## config.mk

```make
export PLATFORM = sky130hd
export DESIGN_NAME = my_yuv422_to_rgb
export DESIGN_NICKNAME = d
export VERILOG_FILES = /design/src/rtl/yuv_pkg.sv /design/src/rtl/ycbcr_to_rgb_csc.sv /design/src/rtl/my_yuv422_to_rgb.sv
export SDC_FILE = /design/constraint.sdc
export NUM_CORES = 1
export LEC_CHECK = 0
export ABC_CLOCK_PERIOD_IN_PS = 14000
export BUFFER_PORTS_ARGS = -buffer_cell sky130_fd_sc_hd__buf_2
export CORE_MARGIN = 10
export CORE_UTILIZATION = 50
export DETAILED_ROUTE_END_ITERATION = 8
export PLACE_DENSITY = 0.67
export SYNTH_ARGS = -nofsm -noshare
export SYNTH_HDL_FRONTEND = slang
export SYNTH_SLANG_ARGS = --single-unit
```

## constraint.sdc

```tcl
create_clock -name clk -period 14 [get_ports clk]
set_input_delay 2.8 -clock clk [delete_from_list [all_inputs] [get_ports clk]]
set_output_delay 2.8 -clock clk [all_outputs]
set_load 0.02 [all_outputs]
```

## src/rtl/yuv_pkg.sv

```systemverilog
// Shared constants, latency figures and helpers for the YUV422 -> RGB display path.
// Defining CHROMA_AVG_EN lengthens the chroma stage for interpolated odd-pixel chroma.
package yuv_pkg;

  localparam logic [7:0] Y_OFS = 8'd16;
  localparam logic [7:0] C_OFS = 8'd128;

  // Q8 BT.601 studio-range coefficients
  localparam logic signed [11:0] K_Y  = 12'sd298;
  localparam logic signed [11:0] K_RV = 12'sd409;
  localparam logic signed [11:0] K_GU = 12'sd100;
  localparam logic signed [11:0] K_GV = 12'sd208;
  localparam logic signed [11:0] K_BU = 12'sd516;

  localparam int CSC_LAT = 3;
`ifdef CHROMA_AVG_EN
  localparam int CHROMA_LAT = 4;
`else
  localparam int CHROMA_LAT = 2;
`endif
  localparam int LAT = CHROMA_LAT + CSC_LAT;

  typedef struct packed {
    logic hs;
    logic vs;
    logic de;
  } sync_t;

  function automatic logic [7:0] clamp8(input logic signed [19:0] v);
    if (v < 0)              return 8'd0;
    else if (v > 20'sd255)  return 8'd255;
    else                    return v[7:0];
  endfunction

  function automatic logic [7:0] avg8(input logic [7:0] a, input logic [7:0] b);
    logic [8:0] s;
    s = {1'b0, a} + {1'b0, b} + 9'd1;
    return s[8:1];
  endfunction

endpackage

```

## src/rtl/ycbcr_to_rgb_csc.sv

```systemverilog
// Three-stage BT.601 YCbCr -> RGB converter: offset+multiply, sum, round+clamp.
module ycbcr_to_rgb_csc
  import yuv_pkg::*;
(
  input  logic       clk,
  input  logic       rst_n,
  input  logic [7:0] y_i,
  input  logic [7:0] cb_i,
  input  logic [7:0] cr_i,
  output logic [7:0] r_o,
  output logic [7:0] g_o,
  output logic [7:0] b_o
);

  logic signed [9:0]  dy, du, dv;
  logic signed [19:0] py_q, prv_q, pgu_q, pgv_q, pbu_q;
  logic signed [19:0] sr_q, sg_q, sb_q;
  logic [7:0]         r_q, g_q, b_q;

  assign dy = signed'({2'b00, y_i})  - signed'({2'b00, Y_OFS});
  assign du = signed'({2'b00, cb_i}) - signed'({2'b00, C_OFS});
  assign dv = signed'({2'b00, cr_i}) - signed'({2'b00, C_OFS});

  always_ff @(posedge clk or negedge rst_n) begin
    if (!rst_n) begin
      py_q  <= '0;
      prv_q <= '0;
      pgu_q <= '0;
      pgv_q <= '0;
      pbu_q <= '0;
      sr_q  <= '0;
      sg_q  <= '0;
      sb_q  <= '0;
      r_q   <= '0;
      g_q   <= '0;
      b_q   <= '0;
    end else begin
      // NOTE: non-blocking assignments make each stage consume the previous stage's old value.
      py_q  <= 20'(K_Y)  * 20'(dy);
      prv_q <= 20'(K_RV) * 20'(dv);
      pgu_q <= 20'(K_GU) * 20'(du);
      pgv_q <= 20'(K_GV) * 20'(dv);
      pbu_q <= 20'(K_BU) * 20'(du);

      sr_q  <= py_q + prv_q;
      sg_q  <= py_q - pgu_q - pgv_q;
      sb_q  <= py_q + pbu_q;

      r_q   <= clamp8((sr_q + 20'sd128) >>> 8);
      g_q   <= clamp8((sg_q + 20'sd128) >>> 8);
      b_q   <= clamp8((sb_q + 20'sd128) >>> 8);
    end
  end

  assign r_o = r_q;
  assign g_o = g_q;
  assign b_o = b_q;

endmodule

```

## src/rtl/my_yuv422_to_rgb.sv

```systemverilog
// 4:2:2 Y/C to 8-bit RGB: line-phase tracking, 4:4:4 chroma rebuild, CSC and matched sync delay.
// CHROMA_AVG_EN selects interpolated odd-pixel chroma (LAT 7) instead of replication (LAT 5).
module my_yuv422_to_rgb
  import yuv_pkg::*;
(
  input  logic       clk,
  input  logic       rst_n,
  input  logic       i_hs,
  input  logic       i_vs,
  input  logic       i_de,
  input  logic [7:0] i_y,
  input  logic [7:0] i_c,
  output logic       o_hs,
  output logic       o_vs,
  output logic       o_de,
  output logic [7:0] o_r,
  output logic [7:0] o_g,
  output logic [7:0] o_b
);

  logic       phase_q;  // set when the next DE pixel of the line is odd
  logic       s1_de_q, s1_odd_q;
  logic [7:0] s1_y_q, s1_c_q;
  logic [7:0] hold_cb_q, hold_cr_q;
  logic [7:0] s2_y_q, s2_cb_q, s2_cr_q;
  logic [7:0] pair_cr, s2_cb_d, s2_cr_d;
  logic [7:0] ch_y, ch_cb, ch_cr;
  logic [7:0] csc_r, csc_g, csc_b;
  sync_t      sync_q [LAT];

  // An even pixel in s1 finds its Cr partner on the live input, unless the line ended.
  always_comb begin
    // NOTE: every signal gets a default first so no path through the block infers a latch.
    pair_cr = C_OFS;
    if (i_de) pair_cr = i_c;
    s2_cb_d = s1_c_q;
    s2_cr_d = pair_cr;
    if (s1_odd_q) begin
      s2_cb_d = hold_cb_q;
      s2_cr_d = hold_cr_q;
    end
  end

  always_ff @(posedge clk or negedge rst_n) begin
    if (!rst_n) begin
      phase_q   <= 1'b0;
      s1_de_q   <= 1'b0;
      s1_odd_q  <= 1'b0;
      s1_y_q    <= '0;
      s1_c_q    <= '0;
      hold_cb_q <= C_OFS;
      hold_cr_q <= C_OFS;
      s2_y_q    <= '0;
      s2_cb_q   <= '0;
      s2_cr_q   <= '0;
    end else begin
      phase_q  <= i_de & ~phase_q;
      s1_de_q  <= i_de;
      s1_odd_q <= phase_q;
      s1_y_q   <= i_y;
      s1_c_q   <= i_c;
      if (s1_de_q && !s1_odd_q) begin
        hold_cb_q <= s1_c_q;
        hold_cr_q <= pair_cr;
      end
      s2_y_q  <= s1_y_q;
      s2_cb_q <= s2_cb_d;
      s2_cr_q <= s2_cr_d;
    end
  end

`ifdef CHROMA_AVG_EN
  logic       s2_de_q, s2_odd_q, s3_de_q, s3_odd_q;
  logic [7:0] s3_y_q, s3_cb_q, s3_cr_q;
  logic [7:0] s4_y_q, s4_cb_q, s4_cr_q;
  logic [7:0] s4_cb_d, s4_cr_d;

  // Odd pixel in s3 blends its own pair with the following pair, now sitting in s2.
  always_comb begin
    s4_cb_d = s3_cb_q;
    s4_cr_d = s3_cr_q;
    if (s3_de_q && s3_odd_q && s2_de_q && !s2_odd_q) begin
      s4_cb_d = avg8(s3_cb_q, s2_cb_q);
      s4_cr_d = avg8(s3_cr_q, s2_cr_q);
    end
  end

  always_ff @(posedge clk or negedge rst_n) begin
    if (!rst_n) begin
      s2_de_q  <= 1'b0;
      s2_odd_q <= 1'b0;
      s3_de_q  <= 1'b0;
      s3_odd_q <= 1'b0;
      s3_y_q   <= '0;
      s3_cb_q  <= '0;
      s3_cr_q  <= '0;
      s4_y_q   <= '0;
      s4_cb_q  <= '0;
      s4_cr_q  <= '0;
    end else begin
      s2_de_q  <= s1_de_q;
      s2_odd_q <= s1_odd_q;
      s3_de_q  <= s2_de_q;
      s3_odd_q <= s2_odd_q;
      s3_y_q   <= s2_y_q;
      s3_cb_q  <= s2_cb_q;
      s3_cr_q  <= s2_cr_q;
      s4_y_q   <= s3_y_q;
      s4_cb_q  <= s4_cb_d;
      s4_cr_q  <= s4_cr_d;
    end
  end

  assign ch_y  = s4_y_q;
  assign ch_cb = s4_cb_q;
  assign ch_cr = s4_cr_q;
`else
  assign ch_y  = s2_y_q;
  assign ch_cb = s2_cb_q;
  assign ch_cr = s2_cr_q;
`endif

  ycbcr_to_rgb_csc u_csc (
    .clk   (clk),
    .rst_n (rst_n),
    .y_i   (ch_y),
    .cb_i  (ch_cb),
    .cr_i  (ch_cr),
    .r_o   (csc_r),
    .g_o   (csc_g),
    .b_o   (csc_b)
  );

  always_ff @(posedge clk or negedge rst_n) begin
    if (!rst_n) begin
      // NOTE: the delay line is small flop storage, so it is reset like any other register.
      for (int i = 0; i < LAT; i++) sync_q[i] <= '0;
    end else begin
      sync_q[0] <= {i_hs, i_vs, i_de};
      for (int i = 1; i < LAT; i++) sync_q[i] <= sync_q[i-1];
    end
  end

  assign o_hs = sync_q[LAT-1].hs;
  assign o_vs = sync_q[LAT-1].vs;
  assign o_de = sync_q[LAT-1].de;
  assign o_r  = o_de ? csc_r : 8'd0;
  assign o_g  = o_de ? csc_g : 8'd0;
  assign o_b  = o_de ? csc_b : 8'd0;

endmodule

```

==> metrics.md <==
| Metric | Value |
|---|---|
| Status | completed |
| Seq cells post-synth | 215 |
| CP startpoint kind | flop |
| Ratio of final minimum period to clock period | 34.7% |
| Hpwl dp | 19,200 um |
| Initial antenna violation count | 0 |
| Die area | 0.0340 mm^2 |
| CP Buf/Inv Count | 3 |
| First-iteration detailed-routing DRC count | 331 |
| Via/cell ratio | 5.12 |
| EDFF count, synth | 0 |
| DR vias | 8,366 |
| Cell Rows | 60 |
| CTS root buffer | clkbuf_16 |
| Max Buffers Root-to-Sink | 3 |
| Post-synthesis instance total | 1,213 |
| Worst slew pin tran | 1.02 ns |
| Pint | 1990 uW |
| Number of global-route vias before repair | 8,704 |
| Slew Limit Fails | 0 |
| Final setup margin | 9.14 ns |
| Drt total wl | 24,200 um |
| DRC viols | 0 |
| Total GRT Usage | 15.1% |
| CTS clk-pin slew, worst paths | 0.06 ns |
| H-tree Lvls | 1 |
| Chip width | 184 um |
| Power per cell area | 219 mW/mm^2 |
| Global placer's final weighted congestion | 0.921 |
| Routing usage on met2 | 24.7% |
| Post-route minimum period | 4.86 ns |
| I/O pin count | 48 |
| Post-synth top flop | dfrtp_1 |
| Setup TNS | 0 ns |
| RSZ-0062 raised after global routing | no |
| Routed len/inst | 14.8 um |
| DRT Pass-1 Iters | 4 |
| Total grt overflow | 0 |
| CTS sink cnt | 215 |
| Most common cell after layout, fill and taps aside | ha_1 |
| Gate power share | 50.8% |
| Post-route ant nets | 0 |
| Critical-path cell list | inv_1 -> ha_1 -> inv_1 -> fa_1 -> fa_1 -> inv_1 -> ha_1 -> fa_1 -> a21o_1 -> a21oi_1 -> o21bai_1 -> a21oi_1 -> o21ai_1 -> a2111oi_0 -> a311oi_1 |
| Final Hold Vio Count | 0 |
| First-pass GRT wire length | 42,000 um |
| Post-CTS Resized | 0 |
| Nets@finish | 1,575 |
| Synth warn | 0 |
| Syn Area/Cell | 11.1 um^2 |
| Worst setup EP type | flop |
| Min-Delay Path Class | flop to flop |
| Clk_lat worst skew | 0.53 ns |
| Crit path kind | flop to flop |
| Dpl ws | 9.07 ns |
| Critical path's top delay family | adder cells |
| Clock Power Share | 19.7% |
| Syn_nets | 1,513 |
| Async S/R FF share, synth | 100% |
| Part of the power in registers | 29.4% |
| CP max-delay cell | dfrtp_1 |
| Switch share | 39.4% |
| Share of layout cells above drive strength 1 | 9.67% |
| CTS Buf Count | 24 |
| Core area | 0.0267 mm^2 |
| Final core occ | 56.1% |
| Slowest Stage Delay on Critical Path | 0.73 ns |
| Skew final | 0.0286 ns |
| Postcts setup bufs | 0 |
| NetSw | 1290 uW |
| Critical path required time | 14.37 ns |
| Mapped Area | 0.0135 mm^2 |
| # setup viols final | 0 |
| Busiest grt layer | met2 |
| Max_cap viols | 0 |
| Post-synth cell types | 69 |
| Relative slew slack | 31.8% |
| Starting density of the core | 50.5% |
| Die Ht | 184 um |
| Met3 usage | 2.38% |
| CP arrival | 5.23 ns |
| Synth-to-layout area growth | 11.0% |
| CTS tree | done |
| CTS Hold Buffers Added | 0 |
| Commonest cells after routing, fill and taps aside | 225 x ha_1, 213 x dfrtp_1, 164 x inv_1 |
| Max FO, Critical Path | 12 |
| Antenna diodes | 0 |
| Max VDD drop | 0.000114 V |
| Largest net degree at the start of global routing | 142 |
| IO buf count | 47 |
| Post-synthesis sequential area ratio | 39.9% |
| M1 GR Usage | 20.1% |
| Max Freq | 206 MHz |
| Leak Pwr | 0.00767 uW |
-- Yosys cell counts, types with 2 or more instances --
library cell	count	area, um^2
nor4_1	4	25.0
dfrtp_1	213	5330
nand4_1	7	43.8
a21o_1	27	203
or4_1	2	15.0
xnor2_1	53	464
and2_1	24	150
o31ai_2	2	25.0
mux2_2	16	180
nor2_1	39	146
or3_1	4	25.0
inv_1	164	616
a21oi_1	79	395
a31oi_1	5	31.3
dfstp_2	2	52.6
or2_2	5	31.3
and4_1	4	35.0
fa_1	54	1080
o211ai_1	2	15.0
nand2_1	55	206
and3_1	10	62.6
nor2b_1	9	56.3
a211oi_2	2	25.0
o21a_1	12	90.1
a211o_1	2	17.5
nand3b_1	3	22.5
xor2_1	40	350
a2111oi_0	3	26.3
ha_1	225	2820
a211oi_1	8	60.1
nor3_1	13	65.1
o21ai_1	5	25.0
nand3_1	18	90.1
nor3b_1	3	22.5
nand2b_1	12	75.1
clkbuf_1	12	45.0
o21bai_1	10	75.1
o21ai_0	33	165
a21boi_1	2	15.0
-- cell type report --
cell class / instances / area [um^2]
well taps: 341 / 427
flip-flops and latches: 215 / 5380
inverters: 164 / 616
repair buffers: 48 / 253
fillers: 2288 / 11700
clock buffers: 40 / 771
clock inverters: 4 / 81.3
multi-input cells: 822 / 7460
-- logic make-up after synthesis --
| family | Yosys count | synth area share (%) |
|---|---|---|
| AOI/OAI and AO/OA | 213 | 10.4 |
| xor gates and xnor gates | 93 | 6.03 |
| adders and majority gates | 279 | 28.9 |
| buffers and inverters | 176 | 4.89 |
| DFF | 215 | 39.9 |
| muxes | 18 | 1.52 |
| and+or+nand+nor | 219 | 8.42 |
-- state kept, by name, indices dropped and copies added, names as in the netlist, 12 cells and up --
name	flops
u_csc.sr_q	13
u_csc.py_q	18
u_csc.pbu_q	15
u_csc.pgu_q	15
u_csc.sb_q	13
u_csc.sg_q	13
sync_q	12
u_csc.prv_q	19
u_csc.pgv_q	12
-- path summary, 6_finish.rpt --
check | from | end | slack [ns] | depth (start not counted)
hold / removal | sync_q[14] | sync_q[11] | 0.34 | 0
setup / recovery | ch_cr[7] | u_csc.prv_q[18] | 9.14 | 15
setup reg to reg | ch_cr[7] | u_csc.prv_q[18] | 9.14 | 15
hold reg to reg | sync_q[14] | sync_q[11] | 0.34 | 0
max in group asynchronous | rst_n | u_csc.prv_q[16] | 10.19 | 2
min in group asynchronous | rst_n | sync_q[4] | 2.34 | 1
-- per-stage QoR --
stage	power, uW	hold WS (ns)	instances	instance area [um^2]
after CTS	3310	0.345	1634	15000
after global routing	3600	0.351	1634	15000
after global placement	2600	0.332	1590	14100
after floorplan	2250	0.331	1213	13500
after detailed placement	2640	0.335	1590	14100
final	3290	0.342	1634	15000
-- layer usage --
metal	share of wire, %	vias to the layer above	routed length (um)
met1	47	3981	11400
met4	3.2	0	782
met3	3.8	41	927
met2	46	108	11100
li1	-	4236	-
met5	0	-	0
-- power groups by stage --
stage          Clock [uW]  Combinational [uW]  Sequential [uW]
2_1_floorplan           0                1330              922
3_3_place_gp            0                1630              976
3_5_place_dp            0                1660              981
4_1_cts               667                1670              970
5_1_grt               693                1920              991
6_report              649                1670              968
Power figures use the tool's default switching activity.
